<file path="src/rtl/exec_pkg.sv">
// Shared definitions for the execute stage: widths, opcode encodings and FSM states.
package exec_pkg;

  localparam int DATA_W = 8;
  localparam int AW     = 5;

  localparam logic [3:0] OP_ADD  = 4'd0;
  localparam logic [3:0] OP_SUB  = 4'd1;
  localparam logic [3:0] OP_AND  = 4'd2;
  localparam logic [3:0] OP_OR   = 4'd3;
  localparam logic [3:0] OP_XOR  = 4'd4;
  localparam logic [3:0] OP_SLL  = 4'd5;
  localparam logic [3:0] OP_SRL  = 4'd6;
  localparam logic [3:0] OP_SRA  = 4'd7;
  localparam logic [3:0] OP_SLT  = 4'd8;
  localparam logic [3:0] OP_SLTU = 4'd9;
  localparam logic [3:0] OP_MUL  = 4'd10;

  typedef enum logic {
    S_IDLE = 1'b0,
    S_MUL  = 1'b1
  } state_t;

  // Single-cycle ALU opcodes occupy the contiguous range ADD..SLTU.
  function automatic logic is_alu_op(input logic [3:0] op);
    return op <= OP_SLTU;
  endfunction

endpackage

</file>
<file path="src/rtl/mul_seq8.sv">
// Iterative shift-add multiplier; done and product are valid in the cycle of the final iteration.
module mul_seq8
  import exec_pkg::*;
#(
  parameter int DATA_W = exec_pkg::DATA_W
) (
  input  logic              clk,
  input  logic              rst,
  input  logic              start,
  input  logic [DATA_W-1:0] a,
  input  logic [DATA_W-1:0] b,
  output logic              done,
  output logic [DATA_W-1:0] product
);

  localparam int CW = $clog2(DATA_W + 1);

  logic [DATA_W-1:0] a_r;
  logic [DATA_W-1:0] b_r;
  logic [DATA_W-1:0] acc;
  logic [CW-1:0]     count;
  logic              running;
  logic [DATA_W-1:0] acc_next;

  // product exposes the accumulator including the current iteration so the
  // caller can capture the result on the same edge as the last step.
  assign acc_next = acc + (b_r[0] ? a_r : '0);
  assign product  = acc_next;
  assign done     = running && (count == CW'(DATA_W - 1));

  always_ff @(posedge clk) begin
    if (rst) begin
      a_r     <= '0;
      b_r     <= '0;
      acc     <= '0;
      count   <= '0;
      running <= 1'b0;
    end else if (start) begin
      a_r     <= a;
      b_r     <= b;
      acc     <= '0;
      count   <= '0;
      running <= 1'b1;
    end else if (running) begin
      acc   <= acc_next;
      a_r   <= a_r << 1;
      b_r   <= b_r >> 1;
      count <= count + CW'(1);
      if (done) begin
        running <= 1'b0;
      end
    end
  end

endmodule

</file>
<file path="src/rtl/exec_unit.sv">
// Execute stage: single-cycle ALU plus iterative multiply, with a registered
// one-cycle register-file writeback.
module exec_unit
  import exec_pkg::*;
#(
  parameter int DATA_W = exec_pkg::DATA_W,
  parameter int AW     = exec_pkg::AW
) (
  input  logic              clk,
  input  logic              rst,
  input  logic              in_valid,
  output logic              in_ready,
  input  logic [3:0]        op,
  input  logic [DATA_W-1:0] rs1_val,
  input  logic [DATA_W-1:0] rs2_val,
  input  logic [AW-1:0]     rd,
  output logic              wb_we,
  output logic [AW-1:0]     wb_addr,
  output logic [DATA_W-1:0] wb_data,
  output logic              busy,
  output logic              illegal_op
);

  state_t            state;
  logic [AW-1:0]     mul_rd;
  logic [DATA_W-1:0] alu_res;
  logic [2:0]        shamt;
  logic              accept;
  logic              mul_start;
  logic              mul_done;
  logic [DATA_W-1:0] mul_product;

  assign in_ready  = (state == S_IDLE);
  assign busy      = (state == S_MUL);
  assign accept    = in_valid && in_ready;
  assign mul_start = accept && (op == OP_MUL);
  assign shamt     = rs2_val[2:0];

  always_comb begin
    alu_res = '0;
    case (op)
      OP_ADD:  alu_res = rs1_val + rs2_val;
      OP_SUB:  alu_res = rs1_val - rs2_val;
      OP_AND:  alu_res = rs1_val & rs2_val;
      OP_OR:   alu_res = rs1_val | rs2_val;
      OP_XOR:  alu_res = rs1_val ^ rs2_val;
      OP_SLL:  alu_res = rs1_val << shamt;
      OP_SRL:  alu_res = rs1_val >> shamt;
      OP_SRA:  alu_res = $signed(rs1_val) >>> shamt;
      OP_SLT:  alu_res = {{(DATA_W-1){1'b0}}, ($signed(rs1_val) < $signed(rs2_val))};
      OP_SLTU: alu_res = {{(DATA_W-1){1'b0}}, (rs1_val < rs2_val)};
      default: alu_res = '0;
    endcase
  end

  mul_seq8 #(
    .DATA_W (DATA_W)
  ) u_mul (
    .clk     (clk),
    .rst     (rst),
    .start   (mul_start),
    .a       (rs1_val),
    .b       (rs2_val),
    .done    (mul_done),
    .product (mul_product)
  );

  // Writes to x0 are computed but never reach the register file; the address
  // and data registers only move when a real write is issued.
  always_ff @(posedge clk) begin
    if (rst) begin
      state      <= S_IDLE;
      mul_rd     <= '0;
      wb_we      <= 1'b0;
      wb_addr    <= '0;
      wb_data    <= '0;
      illegal_op <= 1'b0;
    end else begin
      wb_we      <= 1'b0;
      illegal_op <= 1'b0;
      case (state)
        S_IDLE: begin
          if (accept) begin
            if (op == OP_MUL) begin
              state  <= S_MUL;
              mul_rd <= rd;
            end else if (is_alu_op(op)) begin
              if (rd != '0) begin
                wb_we   <= 1'b1;
                wb_addr <= rd;
                wb_data <= alu_res;
              end
            end else begin
              illegal_op <= 1'b1;
            end
          end
        end
        S_MUL: begin
          if (mul_done) begin
            state <= S_IDLE;
            if (mul_rd != '0) begin
              wb_we   <= 1'b1;
              wb_addr <= mul_rd;
              wb_data <= mul_product;
            end
          end
        end
        default: state <= S_IDLE;
      endcase
    end
  end

endmodule

</file>
<file path="config.mk">
export PLATFORM = sky130hd
export DESIGN_NAME = exec_unit
export DESIGN_NICKNAME = d
export VERILOG_FILES = /design/src/rtl/exec_pkg.sv /design/src/rtl/mul_seq8.sv /design/src/rtl/exec_unit.sv
export SDC_FILE = /design/constraint.sdc
export NUM_CORES = 1
export LEC_CHECK = 0
export ABC_AREA = 1
export CORE_MARGIN = 5
export CORE_UTILIZATION = 39
export CTS_CLUSTER_SIZE = 8
export DETAILED_ROUTE_END_ITERATION = 6
export PLACE_DENSITY_LB_ADDON = 0.3
export SYNTH_ARGS = -nofsm -noshare
export SYNTH_HDL_FRONTEND = slang
export SYNTH_SLANG_ARGS = --single-unit
</file>
<file path="constraint.sdc">
create_clock -name clk -period 2.55 [get_ports clk]
set_input_delay 0.255 -clock clk [delete_from_list [all_inputs] [get_ports clk]]
set_output_delay 0.255 -clock clk [all_outputs]
set_load 0.03 [all_outputs]
</file>
After elaboration in Yosys (flattened, before gate mapping)
Cells that the tools add are included.
Word-level totals
  register bits: 50
  input port bits: 28
Cells by class
  add/sub/neg operators: 4
  magnitude comparators: 3
  equal/unequal tests: 17
  shifts and indexed selects: 3
  muxes and demuxes: 34
  bitwise operators: 5
  reductions and logical operators: 11
Operators with widths (count)
  $mux W8: 11
  $pmux W8 S10: 1
  $mux W5: 6
  $eq A4 B3 Y1 const B: 5
  $add A8 B8 Y8: 2
  $lt A8 B8 Y1: 2
  $pmux W8 S2: 1
  $eq A4 B4 Y1 const B: 3
  $mux W1: 12
  $ne A2 B1 Y1 const B: 5
  $pmux W5 S2: 1
  $reduce_bool A5 Y1: 2
  $and A8 B8 Y8: 1
  $eq A4 B2 Y1 const B: 2
  $or A8 B8 Y8: 1
  $shl A8 B3 Y8: 1
  $shr A8 B3 Y8: 1
  $sshr A8 B3 Y8: 1
  $sub A8 B8 Y8: 1
  $xor A8 B8 Y8: 1
  $reduce_and A6 Y1: 1
  $add A4 B1 Y4 const B: 1
  $eq A4 B1 Y1 const B: 1
  $le A4 B4 Y1 const B: 1
  other kinds (9): 13

Longest topological paths before layout
  word-level depth: 7
  gate-level depth with buffers: 15

Modules after synthesis
Synthesis repeated with hierarchy kept, for this count alone.
Second synthesis, totals
  cells, all modules: 709
  area total of the unflattened synthesis: 4336.7 µm²
Modules (own cells, without submodules)
  exec_unit: instances 1, cells each 466, area each 2686.3 µm², sequential area each 420.4 µm²
  mul_seq8: instances 1, cells each 243, area each 1650.3 µm², sequential area each 580.6 µm²

Worst setup path before layout
No wires, ideal clock.
  path kind: register -> register
  start: register u_mul.b_r[0]
  end: register wb_data[6]
  arrival time: 1.836 ns
  required time: 2.480 ns
  setup slack: 0.644 ns
  cell stages (with the launch flop): 15
  path buffers: 1
  period minus slack after synthesis: 1.906 ns
  cells stage by stage: dfxtp_1 -> buf_2 -> nand2_1 -> inv_1 -> ha_1 -> inv_1 -> fa_1 -> inv_1 -> nand4_1 -> nand3_1 -> xor2_1 -> nand2_1 -> nand2_1 -> inv_1 -> a21oi_1
Between the ends
  word-level cells in the longest chain between the ends: 5
Ends and longest elaborated chain
  start: declaration: line mul_seq8.sv:19  | logic [DATA_W-1:0] b_r;
  start signal: assignment: line mul_seq8.sv:47  | b_r <= b_r >> 1;
  $mux W8: line mul_seq8.sv:27  | assign acc_next = acc + (b_r[0] ? a_r : '0);
  $add A8 B8 Y8: line mul_seq8.sv:27
  $mux W8: line exec_unit.sv:101  | if (mul_rd != '0) begin
  $mux W8: line exec_unit.sv:99  | if (mul_done) begin
  $pmux W8 S2: line exec_unit.sv:81  | case (state)
  end signal: assignment: line exec_unit.sv:91  | wb_data <= alu_res;
  end signal: assignment: line exec_unit.sv:104  | wb_data <= mul_product;
  end: declaration: line exec_unit.sv:19  | output logic [DATA_W-1:0] wb_data,
No other way between the ends. The select of a mux whose other input is x is not followed.
A chain may end at the register's enable or synchronous reset.

Final worst setup path
  start: register u_mul.a_r[0]
  end: register wb_data[6]
Between the ends
  word-level cells in the longest chain between the ends: 5
Ends and longest elaborated chain
  start: declaration: line mul_seq8.sv:18  | logic [DATA_W-1:0] a_r;
  start signal: assignment: line mul_seq8.sv:46  | a_r <= a_r << 1;
  $mux W8: line mul_seq8.sv:27
  $add A8 B8 Y8: line mul_seq8.sv:27
  $mux W8: line exec_unit.sv:101
  $mux W8: line exec_unit.sv:99
  $pmux W8 S2: line exec_unit.sv:81
No other way between the ends. The select of a mux whose other input is x is not followed.

==> impl_results.md <==
* Core ar. at around 0.011 mm^2
* Dpl cell area at 0.00493 mm^2
* Layer with the highest usage: met2
* WP data required at 2800 ps
* Status: complete, no violations
* Clock root cell: clkbuf_8
* Worst-path fanout max at 3
* Post-synth EDFFs at 0
* Met3 Use GR at 0.0284
* Via Count at 4719
* Fmax at 441 MHz
* Largest net degree at the start of global routing at 28
* Gpl congestion at 0.943
* Number of synthesized register bits at 50
* Cell Rows at 38
* Global routing usage on met1 at 0.291
* Post-layout nets at 809
* Initial antenna violation count at 0
* Clk pin slew, worst setup/hold paths at 110 ps
* Yosys top cell by area: dfxtp_1
* Hold/Removal Path Class: reg -> reg
* N_diodes at 0
* Finished Core Util at 0.465
* Vias in the first global route at 4514
* Cts bufs inserted at 5
* Top FF cell, synth: dfxtp_1
* Top cells by area, synth: dfxtp_1 23%, nand2_1 17%, ha_1 9.6%, nand3_1 7.9%, inv_1 7.6%
* Relative slew margins at 0.700
* GR Util met2 at 0.336
* Height of the die at 115 um
* Worst Max-Slew Pin Slew at 450 ps
* CP startpoint kind: flop
* PD cells at about 400 mW/mm^2
* Routed length per placed instance at ~15 um
* Synth top area share at 0.233
* Setup TNS at 0 ps
* Maxcap violations at 0
* Initial drt markers at 402
* RSZ-0062 raised after global routing: no
* Die area at 0.0132 mm^2
* Final instance area at ~0.0050 mm^2
* Vias per inst at about 5.3
* Worst EP arrival at 2520 ps
* GRT Overall Usage at 0.207
* LEAKAGE at ~0.0025 uW
* Endpoint class of the critical path: flop
* FF-to-FF setup slack at 280 ps
* Max Slew Vio Count at 0
* # DRC at 0
* Clk Latency, worst-skew pair at 320 ps
* Kind of critical path: reg -> reg
* Layout cells sized above 1 at 0.0697
* Post-DP HPWL at around 11 mm
* Clock sinks at 50
* Syn nets at ~760
* Final hold violations at 0
* Drt pass-1 iters at 5
* Synth top cells by count: 198 x nand2_1, 87 x inv_1, 68 x nand3_1
* Post CTS Setup Buffer Count at 0
* Area of the mapped netlist at between 0.004 and 0.005 mm^2
* Synth Instances at 697
* CTS tree: yes
* Maximum vdd drop at 356 uV
* Crit path time final at 2270 ps
* Distinct cell type count after synthesis at 39
* Area Growth Syn to Fin at 17.3%
* Synth Area per Inst at ~6.2 um^2
* Sequential fraction of the synthesis area at 0.233
* Final setup violation count at 0
* First-pass GRT wire length at 22.3 mm
* Num ports at 45
* Initial core utilization at 0.397
* Post-cts resize count at 0
* Number of port buffers at 44
* Antenna viol nets, final at 0
* Clk_skew at 14.8 ps
* Final period util at 0.889
* FFs w/ async S/R, synth at 0
* Synth Warn # at 0
* Maximum root-to-sink buffer count at 2
* Die extent in x at approximately 110 um
* H-tree levels at 2
* DRT Wirelength at 13.5 mm
* Total gr overflow at 0
* Hold-fix buffers, CTS at 0
* Top-count cell post-synth: nand2_1
[metal layers]
| metal | share of wire | vias up | wire (um) |
|---|---|---|---|
| li1 | - | 2364 | - |
| met1 | 0.47 | 2207 | 6290 |
| met2 | 0.46 | 130 | 6240 |
| met3 | 0.055 | 18 | 735 |
| met4 | 0.014 | 0 | 195 |
| met5 | 0 | - | 0 |
[critical path: stages (launching register included)]
cell and delay, ps:
dfxtp_1 410, nand2_1 80, inv_1 70, ha_1 190, inv_1 70, fa_1 430, inv_1 100, nand4_1 100
nand3_1 90, xor2_1 330, nand2_1 90, nand2_1 70, inv_1 50, a21oi_1 120
[placed cells by master, fill, tap and decap left out, types with 7 or more instances in the layout]
cell	n
nand2_1	198
inv_1	87
nand3_1	68
nor2_1	57
dfxtp_1	50
clkdlybuf4s50_1	44
o21ai_0	41
a21oi_1	41
ha_1	33
buf_4	25
nand4_1	18
a31oi_1	17
xor2_1	7
[layout make-up]
class | count | area (um^2)
inverters | 92 | 345
repair buffers | 69 | 628
multi-input cells | 527 | 2780
fillers | 1167 | 5800
well taps | 140 | 175
clock inverters | 3 | 45.0
flip-flops and latches | 50 | 1000
clock buffers | 5 | 68.8
[flip-flops by register name (all words and copies together) (netlist names)]
name,flops
illegal_op,1
u_mul.acc,8
wb_we,1
wb_addr,5
u_mul.b_r,8
u_mul.running,1
mul_rd,5
wb_data,8
u_mul.a_r,8
busy,1
u_mul.count,4
[report_power, final]
| group | switching (uW) | leakage [uW] | internal [uW] |
|---|---|---|---|
| Clock | 296 | 0.0000504 | 292 |
| Sequential | 15.5 | 0.000406 | 807 |
| Combinational | 365 | 0.00200 | 213 |
[cells by family after synthesis]
family                     count (synthesis)  synth area share
buffers and inverters                    120             0.121
adders and majority gates                 36             0.110
AOI/OAI and AO/OA                        118             0.150
DFF                                       50             0.233
and+or+nand+nor                          364             0.368
xor gates and xnor gates                   9            0.0183
[metrics by stage]
step                power (uW)  hold slack (ps)  std cells  setup WS [ps]
detailed placement        1410              459        878           14.3
global route              2090              497        886           47.4
CTS                       2000              476        886            317
finish                    1990              479        886            283
floorplan                 1190              334        697            644
global placement          1410              453        878           93.5
[worst paths after layout]
| check | start | endpoint | depth (start not counted) |
|---|---|---|---|
| max | u_mul.a_r[0] | wb_data[6] | 13 |
| min | u_mul.acc[0] | u_mul.acc[0] | 2 |
| max reg2reg | u_mul.a_r[0] | wb_data[6] | 13 |
| min reg2reg | u_mul.acc[0] | u_mul.acc[0] | 2 |
(Power assumes the default switching activity.)
